--- config.mk ---
export PLATFORM = sky130hd
export DESIGN_NAME = red_pitaya_sys_master_flat
export DESIGN_NICKNAME = d
export VERILOG_FILES = /design/src/rtl/red_pitaya_sys_master_pkg.sv /design/src/rtl/red_pitaya_sys_master_if.sv /design/src/rtl/red_pitaya_sys_cmd_fifo.sv /design/src/rtl/red_pitaya_sys_master.sv /design/src/flat_wrapper.sv
export SDC_FILE = /design/constraint.sdc
export NUM_CORES = 1
export LEC_CHECK = 0
export ABC_CLOCK_PERIOD_IN_PS = 3080
export CAP_MARGIN = 20
export CORE_MARGIN = 2
export CORE_UTILIZATION = 55
export CTS_CLUSTER_DIAMETER = 200
export DETAILED_ROUTE_END_ITERATION = 12
export DONT_BUFFER_PORTS = 1
export GPL_ROUTABILITY_DRIVEN = 0
export MAX_ROUTING_LAYER = met4
export PLACE_DENSITY = 0.7
export REMOVE_ABC_BUFFERS = 1
export SYNTH_ARGS = -nofsm -noshare
export SYNTH_HDL_FRONTEND = slang
export SYNTH_SLANG_ARGS = --single-unit
export TNS_END_PERCENT = 50
--- constraint.sdc ---
create_clock -name clk_i -period 3.08 [get_ports clk_i]
set_input_delay 0.462 -clock clk_i [delete_from_list [all_inputs] [get_ports clk_i]]
set_output_delay 0.462 -clock clk_i [all_outputs]
set_load 0.005 [all_outputs]
--- src/rtl/red_pitaya_sys_master_pkg.sv ---
// Shared definitions for the system-bus master: FSM states, command record
// layout and the default transaction timeout.
package red_pitaya_sys_master_pkg;

  localparam int unsigned TIMEOUT_DEFAULT = 1023;
  localparam int unsigned CMD_W           = 69;

  typedef enum logic [1:0] {
    ST_IDLE,
    ST_ISSUE,
    ST_WAIT,
    ST_RESP
  } state_e;

  typedef struct packed {
    logic        we;
    logic [31:0] addr;
    logic [31:0] wdata;
    logic [3:0]  sel;
  } cmd_t;

endpackage

--- src/rtl/red_pitaya_sys_master_if.sv ---
// Command, response and system-bus signals of the bus master, grouped so the
// master and its environment connect through one port.
interface red_pitaya_sys_master_if;

  logic        cmd_valid_i;
  logic        cmd_ready_o;
  logic        cmd_we_i;
  logic [31:0] cmd_addr_i;
  logic [31:0] cmd_wdata_i;
  logic [3:0]  cmd_sel_i;

  logic        rsp_valid_o;
  logic        rsp_ready_i;
  logic [31:0] rsp_rdata_o;
  logic        rsp_err_o;
  logic        rsp_tmo_o;

  logic [31:0] sys_addr_o;
  logic [31:0] sys_wdata_o;
  logic [3:0]  sys_sel_o;
  logic        sys_wen_o;
  logic        sys_ren_o;
  logic [31:0] sys_rdata_i;
  logic        sys_err_i;
  logic        sys_ack_i;

  modport master (
    input  cmd_valid_i, cmd_we_i, cmd_addr_i, cmd_wdata_i, cmd_sel_i,
    output cmd_ready_o,
    output rsp_valid_o, rsp_rdata_o, rsp_err_o, rsp_tmo_o,
    input  rsp_ready_i,
    output sys_addr_o, sys_wdata_o, sys_sel_o, sys_wen_o, sys_ren_o,
    input  sys_rdata_i, sys_err_i, sys_ack_i
  );

  modport slave (
    output cmd_valid_i, cmd_we_i, cmd_addr_i, cmd_wdata_i, cmd_sel_i,
    input  cmd_ready_o,
    input  rsp_valid_o, rsp_rdata_o, rsp_err_o, rsp_tmo_o,
    output rsp_ready_i,
    input  sys_addr_o, sys_wdata_o, sys_sel_o, sys_wen_o, sys_ren_o,
    output sys_rdata_i, sys_err_i, sys_ack_i
  );

endinterface

--- src/rtl/red_pitaya_sys_cmd_fifo.sv ---
// Single-clock command FIFO, DEPTH x cmd_t, with head exposed combinationally.
module red_pitaya_sys_cmd_fifo
  import red_pitaya_sys_master_pkg::*;
#(
  parameter int unsigned DEPTH = 4
) (
  input  logic clk_i,
  input  logic rstn_i,
  input  logic push_i,
  input  cmd_t data_i,
  input  logic pop_i,
  output cmd_t data_o,
  output logic full_o,
  output logic empty_o
);

  localparam int unsigned AW = $clog2(DEPTH);
  localparam logic [AW:0] PTR_ONE = 1;

  cmd_t        mem_q [DEPTH];
  cmd_t        mem_d [DEPTH];
  logic [AW:0] wr_ptr_q, wr_ptr_d;
  logic [AW:0] rd_ptr_q, rd_ptr_d;

  // Extra pointer MSB distinguishes full from empty when the indices match.
  assign full_o  = (wr_ptr_q[AW] != rd_ptr_q[AW]) &&
                   (wr_ptr_q[AW-1:0] == rd_ptr_q[AW-1:0]);
  assign empty_o = (wr_ptr_q == rd_ptr_q);
  assign data_o  = mem_q[rd_ptr_q[AW-1:0]];

  always_comb begin
    mem_d    = mem_q;
    wr_ptr_d = wr_ptr_q;
    rd_ptr_d = rd_ptr_q;
    if (push_i && !full_o) begin
      mem_d[wr_ptr_q[AW-1:0]] = data_i;
      wr_ptr_d                = wr_ptr_q + PTR_ONE;
    end
    if (pop_i && !empty_o) begin
      rd_ptr_d = rd_ptr_q + PTR_ONE;
    end
  end

  always_ff @(posedge clk_i or negedge rstn_i) begin
    if (!rstn_i) begin
      for (int unsigned i = 0; i < DEPTH; i++) begin
        mem_q[i] <= '0;
      end
      wr_ptr_q <= '0;
      rd_ptr_q <= '0;
    end else begin
      mem_q    <= mem_d;
      wr_ptr_q <= wr_ptr_d;
      rd_ptr_q <= rd_ptr_d;
    end
  end

endmodule

--- src/rtl/red_pitaya_sys_master.sv ---
// Queued system-bus master: buffers commands, runs one bus transaction at a
// time with a timeout, and returns an in-order response per command.
module red_pitaya_sys_master
  import red_pitaya_sys_master_pkg::*;
#(
  parameter int unsigned FIFO_DEPTH = 4,
  parameter int unsigned TIMEOUT    = TIMEOUT_DEFAULT
) (
  input  logic                            clk_i,
  input  logic                            rstn_i,
  red_pitaya_sys_master_if.master         bus,
  output logic                            busy_o
);

  localparam logic [15:0] TMO_LIMIT = 16'(TIMEOUT);

  cmd_t        cmd_in;
  cmd_t        head;
  logic        fifo_full;
  logic        fifo_empty;
  logic        push;
  logic        pop;

  logic        rdy_q;
  state_e      state_q, state_d;
  logic [31:0] addr_q, addr_d;
  logic [31:0] wdata_q, wdata_d;
  logic [3:0]  sel_q, sel_d;
  logic        we_q, we_d;
  logic        wen_q, wen_d;
  logic        ren_q, ren_d;
  logic [15:0] cnt_q, cnt_d;
  logic [15:0] cnt_inc;
  logic        rsp_valid_q, rsp_valid_d;
  logic [31:0] rdata_q, rdata_d;
  logic        err_q, err_d;
  logic        tmo_q, tmo_d;

  assign cmd_in = '{we: bus.cmd_we_i, addr: bus.cmd_addr_i,
                    wdata: bus.cmd_wdata_i, sel: bus.cmd_sel_i};

  // rdy_q keeps cmd_ready_o low through reset and for the release cycle.
  assign bus.cmd_ready_o = rdy_q && !fifo_full;
  assign push            = bus.cmd_valid_i && bus.cmd_ready_o;
  assign pop             = (state_q == ST_IDLE) && !fifo_empty;

  red_pitaya_sys_cmd_fifo #(
    .DEPTH (FIFO_DEPTH)
  ) u_fifo (
    .clk_i   (clk_i),
    .rstn_i  (rstn_i),
    .push_i  (push),
    .data_i  (cmd_in),
    .pop_i   (pop),
    .data_o  (head),
    .full_o  (fifo_full),
    .empty_o (fifo_empty)
  );

  assign cnt_inc = cnt_q + 16'd1;

  always_comb begin
    state_d     = state_q;
    addr_d      = addr_q;
    wdata_d     = wdata_q;
    sel_d       = sel_q;
    we_d        = we_q;
    wen_d       = 1'b0;
    ren_d       = 1'b0;
    cnt_d       = cnt_q;
    rsp_valid_d = rsp_valid_q;
    rdata_d     = rdata_q;
    err_d       = err_q;
    tmo_d       = tmo_q;
    unique case (state_q)
      ST_IDLE: begin
        if (!fifo_empty) begin
          addr_d  = head.addr;
          wdata_d = head.wdata;
          sel_d   = head.sel;
          we_d    = head.we;
          wen_d   = head.we;
          ren_d   = !head.we;
          state_d = ST_ISSUE;
        end
      end
      ST_ISSUE: begin
        cnt_d   = '0;
        state_d = ST_WAIT;
      end
      ST_WAIT: begin
        // Ack/err is checked first so it wins over a same-cycle timeout.
        if (bus.sys_ack_i || bus.sys_err_i) begin
          rdata_d     = we_q ? '0 : bus.sys_rdata_i;
          err_d       = bus.sys_err_i;
          tmo_d       = 1'b0;
          rsp_valid_d = 1'b1;
          state_d     = ST_RESP;
        end else if (cnt_inc == TMO_LIMIT) begin
          rdata_d     = '0;
          err_d       = 1'b1;
          tmo_d       = 1'b1;
          rsp_valid_d = 1'b1;
          state_d     = ST_RESP;
        end else begin
          cnt_d = cnt_inc;
        end
      end
      ST_RESP: begin
        if (bus.rsp_ready_i) begin
          rsp_valid_d = 1'b0;
          state_d     = ST_IDLE;
        end
      end
      default: state_d = ST_IDLE;
    endcase
  end

  always_ff @(posedge clk_i or negedge rstn_i) begin
    if (!rstn_i) begin
      rdy_q       <= 1'b0;
      state_q     <= ST_IDLE;
      addr_q      <= '0;
      wdata_q     <= '0;
      sel_q       <= '0;
      we_q        <= 1'b0;
      wen_q       <= 1'b0;
      ren_q       <= 1'b0;
      cnt_q       <= '0;
      rsp_valid_q <= 1'b0;
      rdata_q     <= '0;
      err_q       <= 1'b0;
      tmo_q       <= 1'b0;
    end else begin
      rdy_q       <= 1'b1;
      state_q     <= state_d;
      addr_q      <= addr_d;
      wdata_q     <= wdata_d;
      sel_q       <= sel_d;
      we_q        <= we_d;
      wen_q       <= wen_d;
      ren_q       <= ren_d;
      cnt_q       <= cnt_d;
      rsp_valid_q <= rsp_valid_d;
      rdata_q     <= rdata_d;
      err_q       <= err_d;
      tmo_q       <= tmo_d;
    end
  end

  assign bus.sys_addr_o  = addr_q;
  assign bus.sys_wdata_o = wdata_q;
  assign bus.sys_sel_o   = sel_q;
  assign bus.sys_wen_o   = wen_q;
  assign bus.sys_ren_o   = ren_q;
  assign bus.rsp_valid_o = rsp_valid_q;
  assign bus.rsp_rdata_o = rdata_q;
  assign bus.rsp_err_o   = err_q;
  assign bus.rsp_tmo_o   = tmo_q;
  assign busy_o          = (state_q != ST_IDLE) || !fifo_empty;

endmodule
--- src/flat_wrapper.sv ---
// flat-port wrapper written by rule: the top's interface ports become plain ports
module red_pitaya_sys_master_flat import red_pitaya_sys_master_pkg::*;
#(
  parameter int unsigned FIFO_DEPTH = 4,
  parameter int unsigned TIMEOUT    = TIMEOUT_DEFAULT
)
  (clk_i, rstn_i, busy_o, bus_cmd_valid_i, bus_cmd_we_i, bus_cmd_addr_i, bus_cmd_wdata_i, bus_cmd_sel_i, bus_cmd_ready_o, bus_rsp_valid_o, bus_rsp_rdata_o, bus_rsp_err_o, bus_rsp_tmo_o, bus_rsp_ready_i, bus_sys_addr_o, bus_sys_wdata_o, bus_sys_sel_o, bus_sys_wen_o, bus_sys_ren_o, bus_sys_rdata_i, bus_sys_err_i, bus_sys_ack_i);
  red_pitaya_sys_master_if bus_i ();
  input  logic clk_i;
  input  logic rstn_i;
  output logic busy_o;
  input wire logic [$bits(bus_i.cmd_valid_i)-1:0] bus_cmd_valid_i;
  input wire logic [$bits(bus_i.cmd_we_i)-1:0] bus_cmd_we_i;
  input wire logic [$bits(bus_i.cmd_addr_i)-1:0] bus_cmd_addr_i;
  input wire logic [$bits(bus_i.cmd_wdata_i)-1:0] bus_cmd_wdata_i;
  input wire logic [$bits(bus_i.cmd_sel_i)-1:0] bus_cmd_sel_i;
  output wire logic [$bits(bus_i.cmd_ready_o)-1:0] bus_cmd_ready_o;
  output wire logic [$bits(bus_i.rsp_valid_o)-1:0] bus_rsp_valid_o;
  output wire logic [$bits(bus_i.rsp_rdata_o)-1:0] bus_rsp_rdata_o;
  output wire logic [$bits(bus_i.rsp_err_o)-1:0] bus_rsp_err_o;
  output wire logic [$bits(bus_i.rsp_tmo_o)-1:0] bus_rsp_tmo_o;
  input wire logic [$bits(bus_i.rsp_ready_i)-1:0] bus_rsp_ready_i;
  output wire logic [$bits(bus_i.sys_addr_o)-1:0] bus_sys_addr_o;
  output wire logic [$bits(bus_i.sys_wdata_o)-1:0] bus_sys_wdata_o;
  output wire logic [$bits(bus_i.sys_sel_o)-1:0] bus_sys_sel_o;
  output wire logic [$bits(bus_i.sys_wen_o)-1:0] bus_sys_wen_o;
  output wire logic [$bits(bus_i.sys_ren_o)-1:0] bus_sys_ren_o;
  input wire logic [$bits(bus_i.sys_rdata_i)-1:0] bus_sys_rdata_i;
  input wire logic [$bits(bus_i.sys_err_i)-1:0] bus_sys_err_i;
  input wire logic [$bits(bus_i.sys_ack_i)-1:0] bus_sys_ack_i;
  assign bus_i.cmd_valid_i = bus_cmd_valid_i;
  assign bus_i.cmd_we_i = bus_cmd_we_i;
  assign bus_i.cmd_addr_i = bus_cmd_addr_i;
  assign bus_i.cmd_wdata_i = bus_cmd_wdata_i;
  assign bus_i.cmd_sel_i = bus_cmd_sel_i;
  assign bus_cmd_ready_o = bus_i.cmd_ready_o;
  assign bus_rsp_valid_o = bus_i.rsp_valid_o;
  assign bus_rsp_rdata_o = bus_i.rsp_rdata_o;
  assign bus_rsp_err_o = bus_i.rsp_err_o;
  assign bus_rsp_tmo_o = bus_i.rsp_tmo_o;
  assign bus_i.rsp_ready_i = bus_rsp_ready_i;
  assign bus_sys_addr_o = bus_i.sys_addr_o;
  assign bus_sys_wdata_o = bus_i.sys_wdata_o;
  assign bus_sys_sel_o = bus_i.sys_sel_o;
  assign bus_sys_wen_o = bus_i.sys_wen_o;
  assign bus_sys_ren_o = bus_i.sys_ren_o;
  assign bus_i.sys_rdata_i = bus_sys_rdata_i;
  assign bus_i.sys_err_i = bus_sys_err_i;
  assign bus_i.sys_ack_i = bus_sys_ack_i;
  red_pitaya_sys_master #(.FIFO_DEPTH(FIFO_DEPTH), .TIMEOUT(TIMEOUT)) u_core (.clk_i(clk_i), .rstn_i(rstn_i), .bus(bus_i), .busy_o(busy_o));
endmodule
* Word-level counts from Yosys, hierarchy flattened
Index checks and enable logic that the tools add are counted.
** Operators by class
- Add/subtract/negate cells :: 3
- Order comparisons :: 3
- Equal/unequal tests :: 12
- Multiplexer cells :: 27
- Bitwise logic cells :: 3
- Reduce and logical (&&, ||, !) cells :: 22
** Operators with widths (count)
- $bwmux 276 :: 1
- $mux 69 :: 3
- $bmux 69 s2 :: 1
- $demux 69 s2 :: 1
- $mux 32 :: 3
- $mux 16 :: 2
- $pmux 16 s2 :: 1
- $add 16x1->16 const B :: 1
- $eq 16x10->1 const B :: 1
- $mux 1 :: 9
- $reduce_and 3->1 :: 3
- $mux 2 :: 4
- $ne 2x2->1 const B :: 4
- $pmux 2 s4 :: 1
- $reduce_bool 2->1 :: 4
- $logic_and 1x1->1 :: 7
- $add 3x1->3 const B :: 2
- $ge 3x3->1 const B :: 2
- $not 2->3 :: 2
- $eq 2x2->1 const B :: 2
- $reduce_and 2->1 :: 2
- $eq 3x3->1 :: 1
- $logic_not 1->1 :: 3
- $lt 3x1->1 const B :: 1
- other kinds (8) :: 9
** Storage, ports and cells
- Bits in registers :: 407
- Bits of input ports :: 107
- Output and inout bits :: 107
- Logic and storage cells :: 101

* Depth between registers and ports, before layout
- Word-level depth :: 7
- Depth in mapped cells :: 10
- Gate-level depth less buffers :: 8

* Modules after synthesis
Synthesis repeated with hierarchy kept, for this count alone.
** Unflattened totals
- Cell total of the unflattened synthesis :: 1107
- Area total of the unflattened synthesis :: 17669.4 um2
** By module, submodules not included
- red_pitaya_sys_cmd_fifo :: instances 1, cells each 711, area an instance 12456.9 um2, seq. area each 7056.8 um2
- red_pitaya_sys_master :: instances 1, cells each 396, area an instance 5212.5 um2, seq. area each 3128.0 um2

* Least setup slack after synthesis
No wires, ideal clock.
- Kind :: reg-to-reg
- From :: reg u_core.cnt_q[1]
- To :: reg u_core.state_q[1]
- Library setup time :: 128 ps
- Arrival :: 2255 ps
- Data required time :: 2952 ps
- Path slack :: 698 ps
- Cell stages (with the launch flop) :: 8
- Path buffers :: 0
- Path through :: dfrtp_1 ha_1 nand3_4 or3_1 a211o_1 a2111oi_0 nor2_1 mux2_1
** On the way
- Longest elaborated chain between the ends :: 4
** Ends and longest elaborated chain
- from (decl) :: line red_pitaya_sys_master.sv:32 : logic [15:0] cnt_q, cnt_d;
- from (signal assigned) :: line red_pitaya_sys_master.sv:143 : cnt_q <= cnt_d;
- $add 16x1->16 :: line red_pitaya_sys_master.sv:60 : assign cnt_inc = cnt_q + 16'd1;
- $eq 16x10->1 :: line red_pitaya_sys_master.sv:99 : end else if (cnt_inc == TMO_LIMIT) begin
- $ne 3x1->1 (no line)
- $reduce_and 3->1 (no line)
- to (signal assigned) :: line red_pitaya_sys_master.sv:136 : state_q <= state_d;
- to (decl) :: line red_pitaya_sys_master.sv:25 : state_e state_q, state_d;
Every way passes these cells.
A chain may end at the register's enable or synchronous reset.

* Final worst setup path
- From :: reg u_core.cnt_q[1]
- To :: reg u_core.rdata_q[11], in the netlist u_core.bus.rsp_rdata_o[11]
** On the way
- Longest elaborated chain between the ends :: 4
** Ends and longest elaborated chain
- $add 16x1->16 :: line red_pitaya_sys_master.sv:60
- $eq 16x10->1 :: line red_pitaya_sys_master.sv:99
- $reduce_bool 2->1 (no line)
- $reduce_and 2->1 (no line)
- to (signal assigned) :: line red_pitaya_sys_master.sv:145 : rdata_q <= rdata_d;
- to (decl) :: line red_pitaya_sys_master.sv:35 : logic [31:0] rdata_q, rdata_d;
Every way passes these cells.

==> metrics.md <==
| Metric | Value |
|---|---|
| PD cells | `1120 nW/um2` |
| Post-CTS Setup Bufs | `0` |
| Leak | `8.379 nW` |
| Root Buffer | `clkbuf_16` |
| Die width | `181.3 um` |
| IO buf count | `0` |
| Clock share of power | `23.9%` |
| DR DRC count | `0` |
| Clock sinks | `407` |
| CP cell instances | `ha_1 -> nand3_4 -> or3_1 -> a211o_1 -> a211oi_2 -> o21ai_2 -> buf_8 -> a22o_1` |
| Setup crit end kind | `flop` |
| Max FO, Critical Path | `26` |
| WP data required | `3.48 ns` |
| Max-cap viol count | `0` |
| Vias | `9076` |
| Switching Share | `28.64%` |
| Post-synthesis sequential element count | `407` |
| DR vias/cell | `5.991` |
| Worst min-delay path class | `in2async` |
| YS warnings | `0` |
| Seq/Total Area, Yosys | `58.94%` |
| Unrepaired setup endpoints after global routing | `no` |
| Core Region | `30750 um2` |
| H-tree levels | `2` |
| Die Ht | `181.3 um` |
| Sequential Power Share | `43.9%` |
| Hold Worst Slack | `-0.3619 ns` |
| Io pins | `214` |
| Utilization after layout | `62.38%` |
| Vias in the first global route | `9685` |
| Ant diodes | `0` |
| Critical Path Start | `u_core.cnt_q[1]` |
| Total GRT Usage | `21.35%` |
| Min Tclk post-route | `2.687 ns` |
| Total CTS buffers | `42` |
| Maximum resistive drop on vdd | `641.3 uV` |
| Fin Clk Skew | `0.01664 ns` |
| Share of post-route cells with drive strength above 1 | `46.74%` |
| Row cnt | `64` |
| Syn Area/Cell | `15.90 um2` |
| Initial antenna violation count | `0` |
| Status | `finished with violations` |
| Detailed Routing Iterations Pass 1 | `4` |
| Die area | `32850 um2` |
| Worst path buffer plus inverter count | `1` |
| # setup viols final | `0` |
| R2r startpoint | `u_core.cnt_q[1]` |
| DRT antenna net count | `0` |
| Fmax | `372.2 MHz` |
| First-pass GRT wire length | `53930 um` |
| CP startpoint kind | `flop` |
| Most common cell after layout, fill and taps aside | `dfrtp_1` |
| Yosys cell types | `53` |
| Slew @ Worst Pin | `1.634 ns` |
| Combinational cell fraction of total power | `32.3%` |
| Max-Slew Margin vs Limit | `-8.915%` |
| Cell Area, Synth | `17280 um2` |
| Final wirelength | `33150 um` |
| CP peak stage delay | `0.42 ns` |
| Post_cts resized | `0` |
| Commonest non-fill, non-tap cells in the layout | `dfrtp_1, mux2_2, mux4_2` |
| Avg WL per Cell | `21.88 um` |
| Starting Density | `56.20%` |
| Pin count of the biggest net entering global routing | `408` |
| Layout area overhead | `11.01%` |
| Critical path data arrival time | `3.09 ns` |
| Final period utilization | `87.24%` |
| Cells after synthesis | `1087` |
| Clock-pin slew on the worst setup and hold paths | `0.06 ns` |
| Failing checks | `hold timing, slew limit` |
| CTS tree | `yes` |
| Internal Dissipation | `15.33 mW` |
| Setup TNS | `0 ns` |
| Critical path type | `reg2reg` |
| Max clock buf depth | `3` |
| Total power | `21.49 mW` |
| DRT iter0 DRCs | `349` |
| Fin. max-slew vios | `116` |
| Clk Latency, worst-skew pair | `0.54 ns` |
| DP HPWL | `19570 um` |
| Grt total ovfl | `0` |
| Nets | `1202` |
| Count of final hold-check violations | `383` |
| Sw Pwr | `6.155 mW` |
| Largest delay share family, worst path | `compound AO/OA/AOI/OAI gates` |
| Slowest-stage cell, CP | `dfrtp_1` |
-- state kept, by name, summed over array words and instances (netlist names), 2 cells and up --
signal	count
u_core.bus.rsp_rdata_o	32
u_core.cnt_q	16
u_core.u_fifo.wr_ptr_q	3
u_core.u_fifo.rd_ptr_q	3
u_core.state_q	2
u_core.bus.sys_wdata_o	32
u_core.u_fifo.mem_q	276
u_core.bus.sys_sel_o	4
u_core.bus.sys_addr_o	32
-- metal layers --
layer | wire [um] | vias to the layer above | global-route usage [%]
li1 | - | 4044 | -
met1 | 13920 | 4765 | 26.53
met2 | 16120 | 212 | 34.42
met3 | 2476 | 55 | 6.551
met4 | 628 | 0 | 5.366
met5 | 0 | - | -
-- power by group through the flow --
stage	sequential, mW	clock (mW)	combinational, mW
2_1_floorplan	9.27	0	5.64
3_3_place_gp	9.43	0	6.79
3_5_place_dp	9.52	0	7.00
4_1_cts	9.44	5.26	7.05
5_1_grt	9.75	5.47	7.56
6_report	9.43	5.13	6.94
-- per-stage QoR --
stage / hold slack, ns / setup WS (ns) / instance area (um2) / cells
floorplan: 0.1664 / -2.576 / 16950 / 1020
global placement: 0.1800 / 0.2102 / 17740 / 1436
detailed placement: 0.1818 / 0.04097 / 17740 / 1436
CTS: -0.3896 / 0.01122 / 19170 / 1514
global route: -0.3900 / 0.1872 / 19180 / 1515
finish: -0.3619 / 0.3929 / 19180 / 1515
-- synth_stat cells, drive strengths merged --
master | number | area (um2)
inv | 15 | 56.30
o221a | 1 | 11.26
dfrtp | 407 | 10180
o22a | 1 | 8.760
nor2 | 5 | 18.77
nand4 | 5 | 37.53
a21o | 3 | 23.77
o2111ai | 1 | 8.760
buf | 45 | 249.0
or4 | 2 | 16.27
xor2 | 1 | 8.760
or3 | 3 | 20.02
or2 | 2 | 12.51
conb | 1 | 3.750
o211ai | 1 | 7.510
nand2b | 2 | 12.51
nand2 | 29 | 108.9
a2bb2oi | 1 | 8.760
a21oi | 9 | 45.04
a2111oi | 1 | 8.760
a22o | 38 | 334.1
o41ai | 1 | 8.760
o21ai | 20 | 103.9
mux4 | 69 | 1554
nor4 | 4 | 25.02
nand4b | 1 | 8.760
o31ai | 3 | 22.52
nor3 | 9 | 45.04
a32oi | 1 | 8.760
and3 | 1 | 6.260
clkbuf | 22 | 82.58
xnor2 | 8 | 70.07
a31oi | 1 | 6.260
and2 | 2 | 12.51
or4b | 1 | 10.01
nand3 | 9 | 57.56
o21a | 2 | 15.01
a211o | 1 | 8.760
a211oi | 3 | 27.52
ha | 10 | 125.1
mux2 | 346 | 3896
-- worst reg2reg max path, cell delays in order, from the launching register on --
cell and delay, ns:
dfrtp_1 0.42, ha_1 0.29, nand3_4 0.14, or3_1 0.41, a211o_1 0.32, a211oi_2 0.39, o21ai_2 0.18, buf_8 0.20
a22o_1 0.21
-- kinds of logic after synthesis --
| logic type | count (synthesis) | synth area share [%] |
|---|---|---|
| buffers and inverters | 82 | 2.245 |
| other | 1 | 0.02170 |
| and+or+nand+nor | 75 | 2.266 |
| DFF | 407 | 58.94 |
| adders and majority gates | 10 | 0.7241 |
| muxes | 415 | 31.54 |
| xor gates and xnor gates | 9 | 0.4562 |
| AOI/OAI and AO/OA | 88 | 3.809 |
-- path summary, 6_finish.rpt --
path / end / slack [ns] / depth (start not counted)
setup / recovery: u_core.bus.rsp_rdata_o[11] / 0.39 / 8
hold / removal: u_core.cnt_q[13] / -0.36 / 0
setup reg to reg: u_core.bus.rsp_rdata_o[11] / 0.39 / 8
hold reg to reg: u_core.u_fifo.rd_ptr_q[2] / 0.49 / 1
max in group asynchronous: u_core.u_fifo.rd_ptr_q[1] / 1.93 / 0
min in group clk_i: u_core.bus.rsp_err_o / 0.05 / 1
-- final cells by class --
class / instances / area (um2)
Fill cell: 2271 / 11570
Clock buffer: 62 / 1247
Sequential cell: 407 / 10190
Timing Repair Buffer: 21 / 265.3
Tap cell: 396 / 495.5
Inverter: 15 / 56.30
Multi-Input combinational cell: 598 / 6748
Clock inverter: 16 / 177.7
(Power assumes the default switching activity.)
